[src/rtl/ball_motion.sv]
// Pong ball engine: steps the ball on a divided move tick, bounces it off the
// top/bottom walls and both paddles, detects misses, keeps score and drives
// guiwei so the paddles return home after each point.
//
// state | meaning
// IDLE  | ball parked at centre, waiting for start
// SERVE | ball parked at centre for SERVE_TICKS move ticks
// MOVE  | ball in play, one STEP per axis per move tick
// SCORE | ball frozen after a miss, guiwei high for SCORE_TICKS move ticks
// OVER  | a player reached WIN_SCORE, waiting for start
module ball_motion #(
  parameter int H_DISP      = 640,
  parameter int V_DISP      = 480,
  parameter int SLDE_W      = 10,
  parameter int BALL_W      = 10,
  parameter int PAD_W       = 10,
  parameter int PAD_L       = 80,
  parameter int LPAD_X      = 55,
  parameter int RPAD_X      = 575,
  parameter int STEP        = 2,
  parameter int DIV_FAST    = 80000,
  parameter int DIV_SLOW    = 190000,
  parameter int SERVE_TICKS = 60,
  parameter int SCORE_TICKS = 60,
  parameter int WIN_SCORE   = 7
) (
  input  logic       vga_clk,
  input  logic       sys_rst_n,
  input  logic       s,
  input  logic       start,
  input  logic [9:0] lpad_y,
  input  logic [9:0] rpad_y,
  output logic [9:0] ballbody_x,
  output logic [9:0] ballbody_y,
  output logic       guiwei,
  output logic [3:0] score_l,
  output logic [3:0] score_r,
  output logic       game_over
);

  localparam int DIV_MAX  = (DIV_FAST > DIV_SLOW) ? DIV_FAST : DIV_SLOW;
  localparam int DIV_W    = $clog2(DIV_MAX);
  localparam int HOLD_MAX = (SERVE_TICKS > SCORE_TICKS) ? SERVE_TICKS : SCORE_TICKS;
  localparam int TMR_W    = $clog2(HOLD_MAX + 1);

  localparam logic [DIV_W-1:0] FAST_LAST = DIV_W'(DIV_FAST - 1);
  localparam logic [DIV_W-1:0] SLOW_LAST = DIV_W'(DIV_SLOW - 1);
  localparam logic [TMR_W-1:0] SERVE_LD  = TMR_W'(SERVE_TICKS - 1);
  localparam logic [TMR_W-1:0] SCORE_LD  = TMR_W'(SCORE_TICKS - 1);

  localparam logic [9:0] X0 = 10'(H_DISP / 2 - BALL_W / 2);
  localparam logic [9:0] Y0 = 10'(V_DISP / 2 - BALL_W / 2);
  localparam logic [3:0] WIN_S = 4'(WIN_SCORE);

  // All geometry compares run at 11 bits so paddle/ball sums never wrap.
  localparam logic [10:0] C_STEP   = 11'(STEP);
  localparam logic [10:0] C_BALL   = 11'(BALL_W);
  localparam logic [10:0] C_PADL   = 11'(PAD_L);
  localparam logic [10:0] C_TOP    = 11'(SLDE_W);
  localparam logic [10:0] C_BOT    = 11'(V_DISP - SLDE_W - BALL_W);
  localparam logic [10:0] C_LFACE  = 11'(LPAD_X + PAD_W);
  localparam logic [10:0] C_RFACE  = 11'(RPAD_X);
  localparam logic [10:0] C_RSTOP  = 11'(RPAD_X - BALL_W);
  localparam logic [10:0] C_LMISS  = 11'(SLDE_W + STEP);
  localparam logic [10:0] C_RMISS  = 11'(H_DISP - SLDE_W - STEP);

  typedef enum logic [2:0] {IDLE, SERVE, MOVE, SCORE, OVER} state_t;

  state_t             state;
  logic [DIV_W-1:0]   div_cnt;
  logic [DIV_W-1:0]   div_last;
  logic               tick;
  logic [TMR_W-1:0]   hold_cnt;
  logic               dx;         // 1 = moving right
  logic               dy;         // 1 = moving down

  logic [10:0] x_w, y_w, lpy_w, rpy_w;
  logic [9:0]  x_nxt, y_nxt;
  logic        dx_nxt, dy_nxt;
  logic        ovl_l, ovl_r, hit_l, hit_r, miss_l, miss_r;

  assign div_last = s ? FAST_LAST : SLOW_LAST;
  // The >= compare makes a switch to the shorter period fire at once instead of running away.
  assign tick     = (div_cnt >= div_last);

  // Move-tick divider: free-running, wraps on the tick.
  always_ff @(posedge vga_clk or negedge sys_rst_n) begin
    if (!sys_rst_n) div_cnt <= '0;
    else            div_cnt <= tick ? '0 : div_cnt + DIV_W'(1);
  end

  assign x_w   = {1'b0, ballbody_x};
  assign y_w   = {1'b0, ballbody_y};
  assign lpy_w = {1'b0, lpad_y};
  assign rpy_w = {1'b0, rpad_y};

  assign ovl_l  = (y_w + C_BALL > lpy_w) && (y_w < lpy_w + C_PADL);
  assign ovl_r  = (y_w + C_BALL > rpy_w) && (y_w < rpy_w + C_PADL);
  assign hit_l  = !dx && (x_w >= C_LFACE) && (x_w - C_STEP <= C_LFACE) && ovl_l;
  assign hit_r  = dx && (x_w + C_BALL <= C_RFACE) && (x_w + C_BALL + C_STEP >= C_RFACE) && ovl_r;
  assign miss_l = !dx && (x_w <= C_LMISS) && !hit_l;
  assign miss_r = dx && (x_w + C_BALL >= C_RMISS) && !hit_r;

  // Next ball position and direction for one move tick; wall and paddle rules are independent.
  always_comb begin
    y_nxt  = ballbody_y;
    dy_nxt = dy;
    if (!dy) begin
      if (y_w <= C_TOP + C_STEP) begin
        y_nxt  = 10'(C_TOP);
        dy_nxt = 1'b1;
      end else begin
        y_nxt  = 10'(y_w - C_STEP);
      end
    end else begin
      if (y_w >= C_BOT - C_STEP) begin
        y_nxt  = 10'(C_BOT);
        dy_nxt = 1'b0;
      end else begin
        y_nxt  = 10'(y_w + C_STEP);
      end
    end

    dx_nxt = dx;
    if (hit_l) begin
      x_nxt  = 10'(C_LFACE);
      dx_nxt = 1'b1;
    end else if (hit_r) begin
      x_nxt  = 10'(C_RSTOP);
      dx_nxt = 1'b0;
    end else if (dx) begin
      x_nxt  = 10'(x_w + C_STEP);
    end else begin
      x_nxt  = 10'(x_w - C_STEP);
    end
  end

  // Game FSM with registered ball position, scores and status flags.
  always_ff @(posedge vga_clk or negedge sys_rst_n) begin
    if (!sys_rst_n) begin
      state      <= IDLE;
      ballbody_x <= X0;
      ballbody_y <= Y0;
      dx         <= 1'b1;
      dy         <= 1'b1;
      hold_cnt   <= '0;
      guiwei     <= 1'b0;
      score_l    <= '0;
      score_r    <= '0;
      game_over  <= 1'b0;
    end else begin
      case (state)
        IDLE: begin
          ballbody_x <= X0;
          ballbody_y <= Y0;
          if (start) begin
            state    <= SERVE;
            hold_cnt <= SERVE_LD;
          end
        end
        SERVE: begin
          ballbody_x <= X0;
          ballbody_y <= Y0;
          if (tick) begin
            if (hold_cnt == '0) state <= MOVE;
            else                hold_cnt <= hold_cnt - TMR_W'(1);
          end
        end
        MOVE: begin
          if (tick) begin
            if (miss_l) begin
              score_r  <= (score_r == WIN_S) ? score_r : score_r + 4'd1;
              dx       <= 1'b0;
              guiwei   <= 1'b1;
              hold_cnt <= SCORE_LD;
              state    <= SCORE;
            end else if (miss_r) begin
              score_l  <= (score_l == WIN_S) ? score_l : score_l + 4'd1;
              dx       <= 1'b1;
              guiwei   <= 1'b1;
              hold_cnt <= SCORE_LD;
              state    <= SCORE;
            end else begin
              ballbody_x <= x_nxt;
              ballbody_y <= y_nxt;
              dx         <= dx_nxt;
              dy         <= dy_nxt;
            end
          end
        end
        SCORE: begin
          if (tick) begin
            if (hold_cnt == '0) begin
              guiwei     <= 1'b0;
              ballbody_x <= X0;
              ballbody_y <= Y0;
              if (score_l == WIN_S || score_r == WIN_S) begin
                state     <= OVER;
                game_over <= 1'b1;
              end else begin
                state    <= SERVE;
                hold_cnt <= SERVE_LD;
              end
            end else begin
              hold_cnt <= hold_cnt - TMR_W'(1);
            end
          end
        end
        OVER: begin
          ballbody_x <= X0;
          ballbody_y <= Y0;
          if (start) begin
            score_l   <= '0;
            score_r   <= '0;
            game_over <= 1'b0;
            hold_cnt  <= SERVE_LD;
            state     <= SERVE;
          end
        end
        default: state <= IDLE;
      endcase
    end
  end

endmodule
[config.mk]
export PLATFORM = sky130hd
export DESIGN_NAME = ball_motion
export DESIGN_NICKNAME = d
export VERILOG_FILES = /design/src/rtl/ball_motion.sv
export SDC_FILE = /design/constraint.sdc
export NUM_CORES = 1
export LEC_CHECK = 0
export BUFFER_PORTS_ARGS = -buffer_cell sky130_fd_sc_hd__clkbuf_2
export CORE_MARGIN = 3
export CORE_UTILIZATION = 55
export CTS_CLUSTER_SIZE = 16
export DETAILED_ROUTE_END_ITERATION = 10
export PLACE_DENSITY = 0.78
export SYNTH_ARGS = -nofsm -noshare
export SYNTH_HDL_FRONTEND = slang
export SYNTH_SLANG_ARGS = --single-unit
[constraint.sdc]
create_clock -name vga_clk -period 2.9 [get_ports vga_clk]
set_clock_uncertainty 0.05 [all_clocks]
set_input_delay 0.29 -clock vga_clk [delete_from_list [all_inputs] [get_ports vga_clk]]
set_output_delay 0.29 -clock vga_clk [all_outputs]
set_load 0.05 [all_outputs]
==> impl_metrics.json <==
{
  "crit_path_frequent_cell": "sky130_fd_sc_hd__buf_4",
  "track_usage_pct": 29.9,
  "min_period_over_period_pct": 110,
  "power.density_nw_per_um2": 430,
  "die_area_um2": 11500,
  "effective_utilization_at_floorplan_pct": 57.2,
  "core.rowCount": 36,
  "violations": "negative setup slack",
  "worst-endpoint-arrival_ps": 3400,
  "clock_tree.htree_level_count": 3,
  "worst_setup_hold_path_clk_slew_ps": 70,
  "worstSkewPairLatency_ps": 350,
  "drc": 0,
  "worstPathMaxFanout": 4,
  "detailedRoute.firstIterationViolations": 593,
  "portBuffers": 53,
  "dpl_cell_area_um2": 6870,
  "route.vias.total": 6283,
  "synth_cell_type_count": 74,
  "totalWireLength_mm": 18.6,
  "antenna-diode-count": 0,
  "synth_enable_flop_cells": 0,
  "yosys_register_bits": 59,
  "critPathCapture": "ballbody_x[9]$_DFFE_PN0P_",
  "boundaryPins": 54,
  "grt_start_max_net_pins": 30,
  "tritoncts": "built",
  "syn_inst": 687,
  "grt-ovfl-total": 0,
  "finalHoldViolCount": 0,
  "cts-root-buf": "sky130_fd_sc_hd__clkbuf_8",
  "grt_pass1_vias": 6104,
  "critical_path_cell_by_cell": "buf_4 -> inv_1 -> buf_4 -> ha_1 -> o21bai_1 -> a21oi_1 -> o211ai_1 -> a211o_1 -> a311oi_2 -> and3_4 -> buf_6 -> nor3_1 -> a211oi_1",
  "synth.yosys.seq_area_share_pct": 26.5,
  "layout-drive-gt1-share_pct": 34.8,
  "postLayoutCoreUtil_pct": 77.6,
  "postSynth.topFlopCell": "sky130_fd_sc_hd__dfrtp_1",
  "syn2layout_area_growth_pct": 35.7,
  "worst_r2r_startpoint": "ballbody_y[1]$_DFFE_PN1P_",
  "place.gp.congestion": 0.996,
  "max_cap_violations": 0,
  "timing.final.crit_period_ps": 3200,
  "synth_area_per_cell_um2": 8.22,
  "final_cells": 990,
  "die_x_um": 107,
  "fin_hold_ws_ps": 176,
  "maxSlewViolCount": 0,
  "cp_top_family": "compound AO/OA/AOI/OAI gates",
  "ys_warn_count": 0,
  "die_h_um": 107,
  "clock_sinks": 59,
  "slowest_delay_ps": 640,
  "setup_viol": 15,
  "global_route_wire_length_before_repair_mm": 27.9,
  "outcome": "finished, violations left",
  "core_um2": 9860,
  "worstPathBufferInverterCount": 4,
  "peakVddDrop_v": 0.000669,
  "clock_tree.buffer_depth": 2,
  "cts_buffers": 9,
  "drt-pass1-iter-count": 5,
  "slowest_cp_cell": "sky130_fd_sc_hd__dfstp_4",
  "post-layout-total-power_mw": 3.29,
  "rsz_0062_raised_after_global_routing": "true",
  "critical_path.startpoint_type": "register",
  "critical_path_cell_count": 13,
  "pnr_worst_setup_slack_ps": -295,
  "kind_of_critical_path": "register to register",
  "worst_pin_slew_ps": 779,
  "mappedNetlistNets": 773,
  "drt-vias-per-instance": 6.35,
  "max_freq_mhz": 313,
  "postSynth.asyncResetShare_pct": 100,
  "area_of_all_sequential_standard_cells_um2": 1510,
  "detail-route-antenna-nets": 0,
  "critPathRequiredTime_ps": 3100,
  "reg2reg_depth": 13,
  "final.setup.tns_ps": -2780,
  "pre_cts_slack_ps": -309,
  "grt_antenna_before_repair": 0,
  "final.fill_count": 629,
  "reg2reg_setup_slack_ps": -300,
  "fin_nets": 939,
  "regToRegEndpoint": "ballbody_x[9]$_DFFE_PN0P_",
  "min-delay-path-class": "primary input to register",
  "placedCellCount": 952,
  "finalInstanceArea_um2": 7660,
  "max_slew_margin_pct": 48.0,
  "end_kind": "register",
  "multi_input_comb_area_um2": 4290,
  "leak_nw": 3.53,
  "dr_wl_cell_um": 18.7,
  "post_synth_instance_area_um2": 5650,
  "critical_path.startpoint": "ballbody_y[1]$_DFFE_PN1P_",
  "dp.final_hpwl_mm": 12.9
}
layout make-up:
type	instances	area share, %
clock inverter	5	1.01
multi-input combinational	550	56.0
tap	133	2.17
clock buffer	10	1.80
inverter	45	2.25
timing repair buffer	188	17.1
sequential	59	19.7
what timing repair did:
action / 4_1_cts / 5_1_grt
setup buffers: 8 / 14
hold endpoints to repair: 20 / 0
resized for setup: 31 / 54
endpoints found under the setup margin: 25 / 32
hold buffers: 1 / 0
pin swaps: 25 / 22
worst min-delay path by stage:
stage / start / end / slack [ps] / depth (start not counted)
after floorplan: sys_rst_n / ballbody_x[2]$_DFFE_PN0P_ / -60 / 0
after global placement: sys_rst_n / score_l[2]$_DFFE_PN0P_ / 340 / 1
after detailed placement: sys_rst_n / score_l[2]$_DFFE_PN0P_ / 340 / 1
after CTS: start / game_over$_DFFE_PN0P_ / 170 / 2
after global routing: start / game_over$_DFFE_PN0P_ / 200 / 2
final: start / game_over$_DFFE_PN0P_ / 180 / 2
cell families (layout without fill, tap and decap cells):
kind of cell / count (synthesis) / after routing / share of synthesized area, %
XOR/XNOR: 43 / 43 / 6.67
adder cells (fa/ha/maj): 62 / 62 / 13.7
multiplexers: 8 / 8 / 1.46
AO/OA/AOI/OAI: 196 / 196 / 23.6
flip-flops: 59 / 59 / 26.5
buffers and inverters: 78 / 248 / 5.54
AND/OR/NAND/NOR: 241 / 241 / 22.5
cells in the final DEF, fill, tap and decap left out, types with 5 or more instances in the layout:
master,instances
sky130_fd_sc_hd__a21oi_1,44
sky130_fd_sc_hd__and2_1,6
sky130_fd_sc_hd__nor4_1,5
sky130_fd_sc_hd__xnor2_1,26
sky130_fd_sc_hd__xor2_1,13
sky130_fd_sc_hd__mux2i_1,6
sky130_fd_sc_hd__buf_6,7
sky130_fd_sc_hd__a211oi_1,8
sky130_fd_sc_hd__nand2_1,47
sky130_fd_sc_hd__dfrtp_1,41
sky130_fd_sc_hd__o21ai_0,24
sky130_fd_sc_hd__clkbuf_8,10
sky130_fd_sc_hd__nand2b_1,5
sky130_fd_sc_hd__nand3_1,19
sky130_fd_sc_hd__nor3_1,12
sky130_fd_sc_hd__nand3b_1,7
sky130_fd_sc_hd__a31oi_1,11
sky130_fd_sc_hd__and3_1,5
sky130_fd_sc_hd__or3_1,7
sky130_fd_sc_hd__nor2_1,56
sky130_fd_sc_hd__nor2b_1,9
sky130_fd_sc_hd__dfstp_2,12
sky130_fd_sc_hd__and4_1,6
sky130_fd_sc_hd__buf_4,127
sky130_fd_sc_hd__o211ai_1,8
sky130_fd_sc_hd__a211o_1,8
sky130_fd_sc_hd__a21oi_2,5
sky130_fd_sc_hd__clkbuf_2,53
sky130_fd_sc_hd__ha_1,55
sky130_fd_sc_hd__ha_4,6
sky130_fd_sc_hd__inv_1,43
sky130_fd_sc_hd__o21ai_1,7
sky130_fd_sc_hd__a21o_1,11
sky130_fd_sc_hd__o31ai_1,7
sky130_fd_sc_hd__nand4_1,12
sequential cells by signal, indices dropped and copies added (netlist names):
name,flops
ballbody_x,10
ballbody_y,10
score_l,4
score_r,4
guiwei,1
game_over,1
div_cnt,18
hold_cnt,6
dx,1
state,3
dy,1
routing by layer:
layer / routed length [um] / part of all wire, % / global-route usage, %
met5: 0 / 0 / 0
met4: 855 / 4.6 / 13.2
met3: 1200 / 6.4 / 3.36
met2: 9290 / 50 / 52.9
met1: 7220 / 39 / 36.3
cell usage after synthesis, drive strengths merged, types with 4 or more instances:
library cell	number	area (um^2)
ha	62	776
nor2	60	225
nand2	52	195
a21oi	49	249
dfrtp	45	1130
inv	45	169
o21ai	35	175
xnor2	29	254
nand3	23	120
clkbuf	22	82.6
nor3	16	85.1
dfstp	14	368
xor2	14	123
nand4	13	87.6
a211oi	11	87.6
a21o	11	82.6
a31oi	11	68.8
buf	11	61.3
nor2b	10	62.6
a211o	8	70.1
o211ai	8	60.1
o31ai	8	60.1
and3	7	43.8
and4	7	61.3
nand3b	7	52.6
nor4	7	43.8
or3	7	43.8
and2	6	37.5
mux2i	6	60.1
or4	6	48.8
nand2b	5	31.3
a22o	4	35.0
o21bai	4	30.0
o22ai	4	25.0
o311ai	4	35.0
or2	4	25.0
report_power, final:
group	switching, mW	internal, mW	total, mW
registers	0.174	0.965	1.14
clock network	0.338	0.499	0.837
logic	0.686	0.627	1.31
total	1.20	2.09	3.29
(Power assumes the default switching activity.)
